**src/rtl/fu_writeback_scheduler_pkg.sv**
```systemverilog
// Shared definitions for the functional-unit writeback scheduler: unit ids in
// base priority order, default sizing and a width helper.
package fu_writeback_scheduler_pkg;

  typedef enum logic [3:0] {
    FU_FSQRT    = 4'd0,
    FU_DIV      = 4'd1,
    FU_FDIV     = 4'd2,
    FU_R4       = 4'd3,
    FU_FMUL     = 4'd4,
    FU_FADD_SUB = 4'd5,
    FU_MUL      = 4'd6,
    FU_FPU      = 4'd7,
    FU_ALU      = 4'd8
  } fu_id_t;

  localparam int unsigned N_FU    = 9;
  localparam int unsigned AGE_MAX = 7;

  // Index width that never collapses to zero bits for a single entry.
  function automatic int unsigned idx_w(input int unsigned n);
    return (n > 1) ? $clog2(n) : 1;
  endfunction

endpackage

```
**src/rtl/fu_writeback_scheduler_age_counter.sv**
```systemverilog
// Per-requester saturating wait counter; flags when a pending result has been
// passed over long enough to override base priority.
module wb_age_counter
  import fu_writeback_scheduler_pkg::*;
#(
  parameter int unsigned MAX_AGE = AGE_MAX
) (
  input  logic clk,
  input  logic reset_n,
  input  logic valid,
  input  logic grant,
  input  logic flush,
  output logic saturated
);

  localparam int unsigned AGE_W = idx_w(MAX_AGE + 1);

  logic [AGE_W-1:0] age_q, age_d;

  assign saturated = (age_q == AGE_W'(MAX_AGE));

  always_comb begin
    age_d = age_q;
    if (flush || grant || !valid) begin
      age_d = '0;
    end else if (!saturated) begin
      age_d = age_q + 1'b1;
    end
  end

  always_ff @(posedge clk or negedge reset_n) begin
    if (!reset_n) begin
      age_q <= '0;
    end else begin
      age_q <= age_d;
    end
  end

endmodule

```
**src/rtl/fu_writeback_scheduler.sv**
```systemverilog
// Age-aware arbiter feeding the single EXE/MEM write port through one
// registered valid/ready slot.
module fu_writeback_scheduler
  import fu_writeback_scheduler_pkg::*;
#(
  parameter  int unsigned N_REQ   = N_FU,
  parameter  int unsigned DATA_W  = 32,
  parameter  int unsigned RD_W    = 5,
  parameter  int unsigned AGE_MAX = fu_writeback_scheduler_pkg::AGE_MAX,
  localparam int unsigned SRC_W   = idx_w(N_REQ)
) (
  input  logic                         clk,
  input  logic                         reset_n,
  input  logic                         flush,
  input  logic [N_REQ-1:0]             req_valid,
  input  logic [N_REQ-1:0][DATA_W-1:0] req_data,
  input  logic [N_REQ-1:0][RD_W-1:0]   req_rd,
  input  logic [N_REQ-1:0]             req_fp,
  output logic [N_REQ-1:0]             req_ready,
  output logic                         wb_valid,
  output logic [DATA_W-1:0]            wb_data,
  output logic [RD_W-1:0]              wb_rd,
  output logic                         wb_fp,
  output logic [SRC_W-1:0]             wb_src,
  input  logic                         wb_ready
);

  logic              wb_valid_q, wb_valid_d;
  logic [DATA_W-1:0] wb_data_q, wb_data_d;
  logic [RD_W-1:0]   wb_rd_q, wb_rd_d;
  logic              wb_fp_q, wb_fp_d;
  logic [SRC_W-1:0]  wb_src_q, wb_src_d;

  logic [N_REQ-1:0]  sat;
  logic [N_REQ-1:0]  grant_oh;
  logic [SRC_W-1:0]  gnt_idx;
  logic              found_sat;
  logic              found_any;
  logic              slot_free;
  logic              fire;

  for (genvar gi = 0; gi < N_REQ; gi++) begin : g_age
    wb_age_counter #(
      .MAX_AGE(AGE_MAX)
    ) u_age (
      .clk      (clk),
      .reset_n  (reset_n),
      .valid    (req_valid[gi]),
      .grant    (grant_oh[gi]),
      .flush    (flush),
      .saturated(sat[gi])
    );
  end

  // Saturated requesters are searched first; plain fixed priority otherwise.
  always_comb begin
    gnt_idx   = '0;
    found_sat = 1'b0;
    found_any = 1'b0;
    for (int unsigned i = 0; i < N_REQ; i++) begin
      if (req_valid[i] && sat[i] && !found_sat) begin
        gnt_idx   = SRC_W'(i);
        found_sat = 1'b1;
      end
    end
    if (!found_sat) begin
      for (int unsigned i = 0; i < N_REQ; i++) begin
        if (req_valid[i] && !found_any) begin
          gnt_idx   = SRC_W'(i);
          found_any = 1'b1;
        end
      end
    end
  end

  assign slot_free = !wb_valid_q || wb_ready;
  assign fire      = slot_free && !flush && (|req_valid);

  always_comb begin
    grant_oh = '0;
    if (fire) begin
      grant_oh[gnt_idx] = 1'b1;
    end
  end

  assign req_ready = grant_oh;

  always_comb begin
    wb_valid_d = wb_valid_q;
    wb_data_d  = wb_data_q;
    wb_rd_d    = wb_rd_q;
    wb_fp_d    = wb_fp_q;
    wb_src_d   = wb_src_q;
    if (flush) begin
      wb_valid_d = 1'b0;
    end else if (fire) begin
      wb_valid_d = 1'b1;
      wb_data_d  = req_data[gnt_idx];
      wb_rd_d    = req_rd[gnt_idx];
      wb_fp_d    = req_fp[gnt_idx];
      wb_src_d   = gnt_idx;
    end else if (wb_ready) begin
      wb_valid_d = 1'b0;
    end
  end

  always_ff @(posedge clk or negedge reset_n) begin
    if (!reset_n) begin
      wb_valid_q <= 1'b0;
      wb_data_q  <= '0;
      wb_rd_q    <= '0;
      wb_fp_q    <= 1'b0;
      wb_src_q   <= '0;
    end else begin
      wb_valid_q <= wb_valid_d;
      wb_data_q  <= wb_data_d;
      wb_rd_q    <= wb_rd_d;
      wb_fp_q    <= wb_fp_d;
      wb_src_q   <= wb_src_d;
    end
  end

  assign wb_valid = wb_valid_q;
  assign wb_data  = wb_data_q;
  assign wb_rd    = wb_rd_q;
  assign wb_fp    = wb_fp_q;
  assign wb_src   = wb_src_q;

endmodule
```
**config.mk**
```make
export PLATFORM = sky130hd
export DESIGN_NAME = fu_writeback_scheduler
export DESIGN_NICKNAME = d
export VERILOG_FILES = /design/src/rtl/fu_writeback_scheduler_pkg.sv /design/src/rtl/fu_writeback_scheduler_age_counter.sv /design/src/rtl/fu_writeback_scheduler.sv
export SDC_FILE = /design/constraint.sdc
export NUM_CORES = 1
export LEC_CHECK = 0
export BUFFER_PORTS_ARGS = -buffer_cell sky130_fd_sc_hd__buf_2
export CAP_MARGIN = 20
export CORE_AREA = 2 2 159 161
export CTS_CLUSTER_SIZE = 30
export DETAILED_ROUTE_END_ITERATION = 10
export DIE_AREA = 0 0 161 163
export GPL_ROUTABILITY_DRIVEN = 0
export GPL_TIMING_DRIVEN = 0
export HOLD_SLACK_MARGIN = 0.15
export PLACE_DENSITY = 0.57
export REMOVE_ABC_BUFFERS = 1
export SYNTH_ARGS = -nofsm -noshare
export SYNTH_HDL_FRONTEND = slang
export SYNTH_SLANG_ARGS = --single-unit
```
**constraint.sdc**
```tcl
create_clock -name clk -period 9.25 [get_ports clk]
set_input_delay 1.85 -clock clk [delete_from_list [all_inputs] [get_ports clk]]
set_output_delay 1.85 -clock clk [all_outputs]
set_load 0.01 [all_outputs]
```
Word-level counts from Yosys, hierarchy flattened
Index checks and enable logic that the tools add are counted.
Word-level totals
  bits in registers: 70
  input port bits: 355
  output and inout port bits: 52
Operators by class
  add/sub/neg operators: 9
  order comparisons: 2
  equality and inequality tests: 18
  muxes and demuxes: 73
  bitwise logic cells: 1
  reduce and logical (&&, ||, !) cells: 77
Operators with widths (number)
  $bmux 32 s4: 1
  $mux 4: 15
  $mux 3: 18
  $mux 32: 1
  $mux 1: 31
  $logic_and 1x1->1: 28
  $add 3x1->3 const B: 9
  $eq 3x3->1 const B: 9
  $logic_not 1->1: 27
  $bmux 5 s4: 1
  $logic_or 1x1->1: 19
  $ne 2x2->1 const B: 9
  $mux 9: 1
  $reduce_or 9->1: 1
  $lt 4x5->1 const B: 1
  $mux 5: 1
  $bmux 1 s4: 1
  $demux 1 s4: 1
  $ge 4x1->1 const B: 1
  $mux 2: 2
  $reduce_bool 3->1: 1
  $reduce_and 2->1: 1
  $not 1->1: 1

Depth between registers and ports, before layout
Gate-level depths: netlist (run 1).
  depth after elaboration: 68
  mapped depth: 13
  gate-level depth less buffers: 9

By module
A second synthesis (run 1) with hierarchy kept.
Second synthesis, totals
  cells, all modules: 707
  area total of the unflattened synthesis: 6107.1 µm²
By module, submodules not included
  fu_writeback_scheduler: instances 1, cells an instance 599, area each 4744.6 µm²
  wb_age_counter: instances 9, cells an instance 12, area each 151.4 µm²

Worst setup path before layout (run 1)
OpenSTA, ideal clock, no wires.
  path type: input port to output port
  start point: in req_valid[4]
  end point: out req_ready[2]
  data arrival time: 3.561 ns
  required time: 7.400 ns
  setup slack: 3.839 ns
  cell stages on the path: 9
  buffers on the path: 4
  path through: nor4_1 o221ai_1 a21o_1 buf_4 or2_2 buf_2 buf_2 nor2_1 buf_4
Between the ends
  cells in the longest elaborated chain, start to end: 30
  elaborated cells between the ends (all ways): 55
RTL lines
  from (decl): line fu_writeback_scheduler.sv:15  | input logic [N_REQ-1:0] req_valid,
  $logic_and 1x1->1 (2 in a row): line fu_writeback_scheduler.sv:61  | if (req_valid[i] && sat[i] && !found_sat) begin
  $mux 1: line fu_writeback_scheduler.sv:61
  $logic_not 1->1: line fu_writeback_scheduler.sv:61
  $logic_and 1x1->1: line fu_writeback_scheduler.sv:61
  $mux 1: line fu_writeback_scheduler.sv:61
  $logic_not 1->1: line fu_writeback_scheduler.sv:61
  $logic_and 1x1->1: line fu_writeback_scheduler.sv:61
  $mux 1: line fu_writeback_scheduler.sv:61
  (+5 left out)
  $mux 4: line fu_writeback_scheduler.sv:61
  $mux 4 (9 in a row): line fu_writeback_scheduler.sv:68  | if (req_valid[i] && !found_any) begin
  $mux 4: line fu_writeback_scheduler.sv:66  | if (!found_sat) begin
  $lt 4x5->1 (not written as such) / $ge 4x1->1 (equally long branches): line fu_writeback_scheduler.sv:82  | grant_oh[gnt_idx] = 1'b1;
  $logic_and 1x1->1 (not written as such): line fu_writeback_scheduler.sv:82
  $mux 1 (not written as such): line fu_writeback_scheduler.sv:82
  $demux 1 s4: line fu_writeback_scheduler.sv:82
  $mux 9 *: line fu_writeback_scheduler.sv:81  | if (fire) begin
  to (decl): line fu_writeback_scheduler.sv:19  | output logic [N_REQ-1:0] req_ready,
Every way passes the cells marked *; elsewhere a longest branch is shown, timed or not. The select of a mux whose other input is x is not followed.

Final worst setup path (run 1)
  start point: in req_valid[2]
  end point: out req_ready[4]
Between the ends
  cells in the longest elaborated chain, start to end: 36
  elaborated cells between the ends (all ways): 71
RTL lines (line)
  $logic_and 1x1->1 (2 in a row): fu_writeback_scheduler.sv:61
  $mux 1: fu_writeback_scheduler.sv:61
  $logic_not 1->1: fu_writeback_scheduler.sv:61
  $logic_and 1x1->1: fu_writeback_scheduler.sv:61
  $mux 1: fu_writeback_scheduler.sv:61
  $logic_not 1->1: fu_writeback_scheduler.sv:61
  $logic_and 1x1->1: fu_writeback_scheduler.sv:61
  $mux 1: fu_writeback_scheduler.sv:61
  (+11 left out)
  $mux 4: fu_writeback_scheduler.sv:61
  $mux 4 (9 in a row): fu_writeback_scheduler.sv:68
  $mux 4: fu_writeback_scheduler.sv:66
  $lt 4x5->1 (not written as such) / $ge 4x1->1 (equally long branches): fu_writeback_scheduler.sv:82
  $logic_and 1x1->1 (not written as such): fu_writeback_scheduler.sv:82
  $mux 1 (not written as such): fu_writeback_scheduler.sv:82
  $demux 1 s4: fu_writeback_scheduler.sv:82
  $mux 9 *: fu_writeback_scheduler.sv:81
Marked as above.

==> summary.txt, run 1 <==
Outcome = finished, final reports clean
Num CTS Buffers = 9
GRT Util Overall = 0.196
Synth top area cells = dfrtp_1, mux2i_1, nand2_1
R2r worst-path depth = 9
Die height = 163 µm
Reg2Reg Capture Point = g_age[5].u_age.age_q[1]
Vias in the first global route = 6702
DR pass1 iterations = 5
CP Launch Type = primary input
I/O pin cnt = 407
CTS tree = built
Post-CTS Setup Inserts = 0
Worst-Skew Late Latency = 0.34 ns
Top fanout value on the critical path = 17
Vias per cell = 5.10
Reg2Reg Setup Slack = 5.36 ns
Sequential Area = 1750 µm²
Post-synth top flop = dfrtp_1
Arr. time, crit path = 4.91 ns
# fillers = 2642
Leak = 0.00437 µW
Total wire length = 27.3 mm
Total grt overflow = 0
Site Rows = 58
DRT iter0 DRCs = 425
Number of synthesized flops with an enable pin = 0
Synthesis-to-finish area growth = 43.7%
Initial Util = 0.243
Cell Int Power = 741 µW
Root buf cell = clkbuf_16
# hold bufs at CTS = 0
Port Buffers = 406
Switching power = 363 µW
Distinct cells, synth = 46
Synth Cell Area = 6000 µm²
Synth Register Bits = 70
# setup viols final = 0
Max clock buf depth = 2
DRC errors left = 0
Placeable Area = 24700 µm²
Part of the power in registers = 0.336
Min-Delay Path Class = flip-flop to flip-flop
Vias = 7029
Largest net degree at the start of global routing = 60
Drt wl/cell = 19.8 µm
Minimum clock period = 6.76 ns
CTS H-tree lvls = 3
Share of layout cells above drive strength 1 = 0.433
Switch share = 0.329
Peak VDD IR = 0.0627 mV
Setup Slack @ Placement = 2.42 ns
Horiz. Die Dim = 161 µm
Final worst slack = 2.49 ns
Footprint of the multi-input gates = 3890 µm²
Combinational Power Share = 0.328
Final ANT Viol Nets = 0
Hold Path Cell Cnt = 2
Crit Path Category = primary input to primary output
Syn avg cell area = 8.74 µm²
Hold path endpoint = wb_src[2]
Fin Hold WS = 0.476 ns
HPWL after DPL = 21.3 mm
Biggest area consumer among synthesized cells = dfrtp_1
Reg2reg start = g_age[0].u_age.age_q[0]
Clk network pwr share = 0.337
Final Hold Fails = 0
Syn Inst Count = 687
Number of gates resized after CTS = 0
Max-Cap Viols = 0
Wire length of the first global-routing pass = 39.5 mm
Sequential-to-total area share from yosys stat = 0.292
Antenna violations before repair = 4
Relative slew slack = 0.347
RSZ-0062 raised after global routing = no
Synth warnings = 0
Pwr Total = 1100 µW
Clock sink count = 70
Max-slew violation count = 0
Die Area = 26200 µm²
WP data required = 7.40 ns
Highest clock rate = 0.148 GHz
Tightest Pin Transition = 0.978 ns
Top-area cell type share of the netlist area = 0.292
CTS clock-pin slew for the worst setup and hold paths = 0.06 ns
Skew final = 0.0129 ns
Hold wc startpoint = wb_src[2]
Ys async rst share = 1.00
Tcrit/Tclk final = 0.731
Final net count = 1413
Worst Setup End Kind = primary output
Pwr Density = 128 nW/µm²
sequential cells by signal, summed over array words and instances (netlist names):
signal             count
wb_src                 4
wb_rd                  5
wb_data               32
wb_valid               1
g_age.u_age.age_q     27
wb_fp                  1
power by group through the flow:
| stage | Clock, µW | Combinational (µW) | Sequential, µW |
|---|---|---|---|
| after global placement | 0 | 362 | 374 |
| after global routing | 396 | 393 | 376 |
| after floorplan | 0 | 163 | 390 |
| after CTS | 383 | 365 | 370 |
| final | 372 | 361 | 370 |
| after detailed placement | 0 | 363 | 376 |
metrics by stage:
stage               std cells   util  instance area, µm²  TNS [ns]
finish                   1378  0.350                8630         0
detailed placement       1359  0.337                8310         0
floorplan                 613      -                5620         0
global route             1376  0.349                8620         0
CTS                      1375  0.349                8620         0
global placement         1349  0.327                8060    -13.04
per-layer routing:
layer  GRT usage  part of all wire
met2       0.337              0.49
met3      0.0418             0.069
met4      0.0507             0.020
met5           0           0.00037
met1       0.249              0.42
kinds of logic (layout without fill, tap and decap cells):
family,Yosys count,count (layout),synth area share
muxes,102,102,0.170
buffers and inverters,76,434,0.0659
DFF,70,70,0.292
xor gates and xnor gates,9,9,0.0131
AOI/OAI and AO/OA,242,242,0.292
and+or+nand+nor,170,170,0.130
other,0,3,0
adders and majority gates,18,18,0.0375
worst max-delay path, cell delays in order:
cell	delay, ns
buf_2	0.14
or4_4	0.58
a211oi_1	0.38
o31ai_4	0.21
nor2_2	0.80
nand2_1	0.59
nor2_1	0.20
buf_2	0.15
placed cells by master (no fill, tap or decap), types with 2 or more instances in the layout:
| master | n |
|---|---|
| diode_2 | 3 |
| a211oi_2 | 4 |
| buf_8 | 3 |
| dfrtp_1 | 70 |
| o221ai_1 | 20 |
| nand2b_1 | 4 |
| buf_16 | 4 |
| or4_1 | 5 |
| nor4_1 | 2 |
| clkbuf_16 | 9 |
| a22oi_1 | 13 |
| nor4_4 | 2 |
| buf_2 | 405 |
| o21ai_0 | 10 |
| a221oi_1 | 20 |
| inv_1 | 2 |
| nor2_1 | 44 |
| nand2_2 | 3 |
| nand2_1 | 86 |
| clkinv_4 | 2 |
| a21oi_1 | 63 |
| and3_1 | 6 |
| and2_4 | 2 |
| a211o_1 | 35 |
| buf_12 | 3 |
| nor2b_1 | 8 |
| a21o_1 | 2 |
| xor2_1 | 9 |
| or2_2 | 2 |
| o22ai_1 | 32 |
| a32o_1 | 2 |
| a211oi_1 | 10 |
| ha_1 | 18 |
| a22o_1 | 22 |
| mux2i_1 | 102 |
| inv_6 | 2 |
| nor2_2 | 2 |
Yosys cell counts, types with 2 or more instances:
master	n
a211o_1	35
a211oi_1	10
a211oi_2	4
a21o_1	2
a21oi_1	63
a221oi_1	20
a22o_1	22
a22oi_1	13
a32o_1	2
and2_1	2
and3_1	6
buf_1	5
buf_2	23
buf_4	13
buf_6	4
clkbuf_1	27
clkbuf_2	2
dfrtp_1	70
ha_1	18
inv_1	2
mux2i_1	102
nand2_1	87
nand2_2	2
nand2b_1	4
nor2_1	45
nor2b_1	9
nor4_1	2
nor4_4	2
o21ai_0	10
o21ai_1	2
o221ai_1	20
o22ai_1	32
or2_2	2
or4_1	5
xor2_1	9
worst max path at each step:
stage | startpoint | to | slack [ns] | cells past startpoint
after CTS | req_valid[2] | req_ready[6] | 2.41 | 8
after detailed placement | req_valid[2] | req_ready[6] | 2.42 | 8
final | req_valid[2] | req_ready[4] | 2.49 | 8
after global routing | req_valid[4] | req_ready[1] | 2.21 | 8
after floorplan | req_valid[5] | req_ready[6] | 1.01 | 5
after global placement | req_valid[5] | req_ready[6] | -1.98 | 7
final cells by class:
class	count	area share
multi-input cells	541	0.451
repair buffers	416	0.261
flip-flops and latches	70	0.203
well taps	330	0.0479
clock buffers	11	0.0281
clock inverters	5	0.00754
inverters	2	0.000870
diodes	3	0.000870
Note: power is estimated with default switching activity, not from simulation.
==> run 2, diff against run 1 <==
--- a/config.mk
+++ b/config.mk
@@ -5,16 +5,17 @@
 export SDC_FILE = /design/constraint.sdc
 export NUM_CORES = 1
 export LEC_CHECK = 0
+export ABC_AREA = 1
 export BUFFER_PORTS_ARGS = -buffer_cell sky130_fd_sc_hd__buf_2
 export CAP_MARGIN = 20
-export CORE_AREA = 2 2 159 161
+export CORE_AREA = 2 2 158 160
 export CTS_CLUSTER_SIZE = 30
 export DETAILED_ROUTE_END_ITERATION = 10
-export DIE_AREA = 0 0 161 163
+export DIE_AREA = 0 0 160 162
 export GPL_ROUTABILITY_DRIVEN = 0
 export GPL_TIMING_DRIVEN = 0
 export HOLD_SLACK_MARGIN = 0.15
-export PLACE_DENSITY = 0.57
+export PLACE_DENSITY = 0.62
 export REMOVE_ABC_BUFFERS = 1
 export SYNTH_ARGS = -nofsm -noshare
 export SYNTH_HDL_FRONTEND = slang
==> constraint.sdc (replaced) <==
create_clock -name clk -period 6.25 [get_ports clk]
set_input_delay 1.25 -clock clk [delete_from_list [all_inputs] [get_ports clk]]
set_output_delay 1.25 -clock clk [all_outputs]
set_load 0.01 [all_outputs]
==> run 2 against run 1 <==
Net effect: clock power up 31%; worst hold slack better by 0.0041 ns; largest power group is now combinational cells; highest routed layer is now met4; first-iteration DRC count rose by 32%; routed wire length grew 4.1%; sequential share of layout area decreased by 2.0 points.
==> summary.txt, run 2 <==
Outcome = finished, final reports clean
Initial Util = 0.294 (+0.0507)
Biggest area consumer among synthesized cells = nand2_1
CTS tree = built
WP data required = 5.00 ns (-2.40 ns)
CP delay by family, top = simple AND/OR/NAND/NOR gates
Num CTS Buffers = 9 (unchanged)
Met2 Use GR = 0.396 (+0.0596)
Max-slew violation count = 0 (unchanged)
Reg2Reg Setup Slack = 2.30 ns (-3.06 ns)
Synth top area cells = nand2_1, dfrtp_1, nand3_1
Sequential-to-total area share from yosys stat = 0.247 (-0.0447)
Synthesis-to-finish area growth = 34.9%
Vias in the first global route = 8574 (+28%)
Number of cells on the critical path = 15 (+7)
Final ANT Viol Nets = 0 (unchanged)
Met3 Use GR = 0.0363 (-0.00550)
Antenna violations before repair = 2 (-2)
DRT iter0 DRCs = 560 (+32%)
Largest net degree at the start of global routing = 94 (+57%)
Synth warnings = 0 (unchanged)
Arr. time, crit path = 4.44 ns (-0.47 ns)
Commonest non-fill, non-tap cell in the layout = nand2_1
Max stage delay on crit path = 0.53 ns (-0.27 ns)
Max clock buf depth = 2 (unchanged)
GRT met1 Usage = 0.249 (-0.000637)
Max-Cap Viols = 0 (unchanged)
CP Launch Type = primary input
Tcrit/Tclk final = 0.910
Share of layout cells above drive strength 1 = 0.311 (-0.123)
Crit Path Category = primary input to primary output
Min-Delay Path Class = flip-flop to flip-flop
Wire length of the first global-routing pass = 44.1 mm (+12%)
CTS clock-pin slew for the worst setup and hold paths = 0.06 ns (about the same)
Placeable Area = 24100 µm² (-2.3%)
Total grt overflow = 0 (unchanged)
Top-area cell type share of the netlist area = 0.330 (+0.0387)
Synth cell count leaders = nand2_1, nand3_1, dfrtp_1
Post-route cell area = 9560 µm² (+11%)
Die Area = 25900 µm² (-1.2%)
Leak = 0.00571 µW (+31%)
Syn avg cell area = 5.88 µm² (-33%)
Skew final = 0.00748 ns (-0.00546 ns)
GRT Util Overall = 0.215 (+0.0192)
Tightest Pin Transition = 1.01 ns (+0.0308 ns)
Root buf cell = clkbuf_16
Worst-Skew Late Latency = 0.35 ns (about the same)
Pwr Density = 171 nW/µm² (+34%)
Most used cell, CP = nand2_1
Clock sink count = 70 (unchanged)
# setup viols final = 0 (unchanged)
Commonest non-fill, non-tap cells in the layout = nand2_1, buf_2, nand3_1, dfrtp_1, inv_1
Synth Register Bits = 70 (unchanged)
I/O pin cnt = 407 (unchanged)
Synth Cell Area = 7090 µm² (+18%)
Final Util = 0.397 (+0.0471)
Area post-placement = 9250 µm² (+11%)
Peak VDD IR = 0.111 mV (+77%)
R2r worst-path depth = 21 (+12)
Distinct cells, synth = 38 (-17%)
Die height = 162 µm (-0.61%)
Worst Setup SP = req_valid[1]
Gr busiest metal = met2
Reg2Reg Capture Point = wb_data[7]
CP Cell Sequence = buf_2 -> nor2_1 -> nand3_1 -> nor3_2 -> nand2_1 -> nor2_2 -> nand2_1 -> nand3_1 -> inv_2 -> buf_12 -> nand2_2 -> clkinv_1 -> nand2_1 -> inv_1 -> buf_2
Vias = 8925 (+27%)
Ys async rst share = 1.00 (unchanged)
RSZ-0062 raised after global routing = no
Worst Setup End Kind = primary output
Top fanout value on the critical path = 33 (+16)
Number of synthesized flops with an enable pin = 0 (unchanged)
Reg2reg start = g_age[1].u_age.age_q[0]
Vias per cell = 4.73 (-7.2%)
Minimum clock period = 5.69 ns
DR pass1 iterations = 5 (unchanged)
DRC errors left = 0 (unchanged)
Syn Inst Count = 1206 (+76%)
TNS Setup = 0 ns (unchanged)
Post-synth top flop = dfrtp_1
Worst setup path endpoint = req_ready[7]
Final net count = 1928 (+36%)
Crit path buffers/inverters = 6 (+4)
HPWL after DPL = 21.9 mm (+2.8%)
Drt wl/cell = 15.1 µm (-24%)
Port Buffers = 406 (unchanged)
CTS H-tree lvls = 3 (unchanged)
Total wire length = 28.4 mm (+4.1%)
CP max-delay cell = clkinv_1
Highest clock rate = 0.176 GHz
Final Hold Fails = 0 (unchanged)
Count leader, synth = nand2_1
Horiz. Die Dim = 160 µm (-0.62%)
Relative slew slack = 0.328 (-0.0198)
Site Rows = 57 (-1.7%)
Max FFs per register = 32 (unchanged)
-- run 2: changes by cell type after synthesis, sizes merged, moves of 17 or more --
cell / delta
o22ai: -32
nand3: +153
a211o: -35
a22o: -22
mux2i: -84
inv: +65
o221ai: -21
nand2: +541
nand4: +17
nor2: +19
a221oi: -20
or2: +21
a21oi: -36
-- run 2: per-layer routing --
layer | routed length [µm] | vias to the layer above
met1 | 11500 | 3980
li1 | - | 4484
met3 | 1990 | 60
met5 | 0 | -
met4 | 892 | 0
met2 | 14000 | 401
-- run 2: kinds of logic after synthesis --
logic type,Yosys count,share of synthesized area
mux,18,0.0254
simple gates,892,0.534
xor+xnor,9,0.0111
flops,70,0.247
compound gates,52,0.0461
buf+inv,147,0.104
fa+ha+maj,18,0.0318
-- run 2: metrics by stage --
step	total power (µW)	hold WS, ns	std cells	setup slack [ns]
finish	1640	0.480	1886	0.564
global route	1760	0.499	1886	0.165
CTS	1660	0.480	1883	0.338
detailed placement	1160	0.462	1865	-0.184
global placement	1140	0.462	1858	-3.64
floorplan	860	0.509	1128	-0.893
-- run 2: worst min path at each step --
stage                                        from                 endpoint  slack (ns)  cells after the start
final                                   wb_src[2]                wb_src[2]        0.48                      2
after global routing                    wb_src[2]                wb_src[2]        0.50                      2
after CTS                               wb_src[2]                wb_src[2]        0.48                      2
after detailed placement                wb_src[2]                wb_src[2]        0.46                      2
after global placement                  wb_src[3]                wb_src[3]        0.46                      2
after floorplan           g_age[0].u_age.age_q[1]  g_age[0].u_age.age_q[1]        0.51                      2
-- run 2: where the power goes --
group          total, µW  internal [µW]  switching, µW
sequential           538            509           29.3
combinational        611            257            355
clock                486            269            217
total               1640           1030            601
-- run 2: worst min-delay path, stage by stage, from the launching register on --
cell and delay [ns]:
dfrtp_1 0.34, nand2_1 0.05, nand2_1 0.06
-- run 2: what timing repair did --
action / in CTS / in global routing
endpoints found under the setup margin: 1 / 0
hold buffers: 0 / 0
setup buffers: 1 / 0
gates resized for setup: 0 / 0
-- run 2: cell type report --
| cell class | count | area (µm²) |
|---|---|---|
| clock buffer | 9 | 225 |
| antenna | 2 | 5.00 |
| inverter | 69 | 264 |
| multi-input combinational | 990 | 4620 |
| clock inverter | 7 | 47.5 |
| timing repair buffer | 415 | 2240 |
| tap | 324 | 405 |
| sequential | 70 | 1750 |
| fill | 2707 | 14500 |
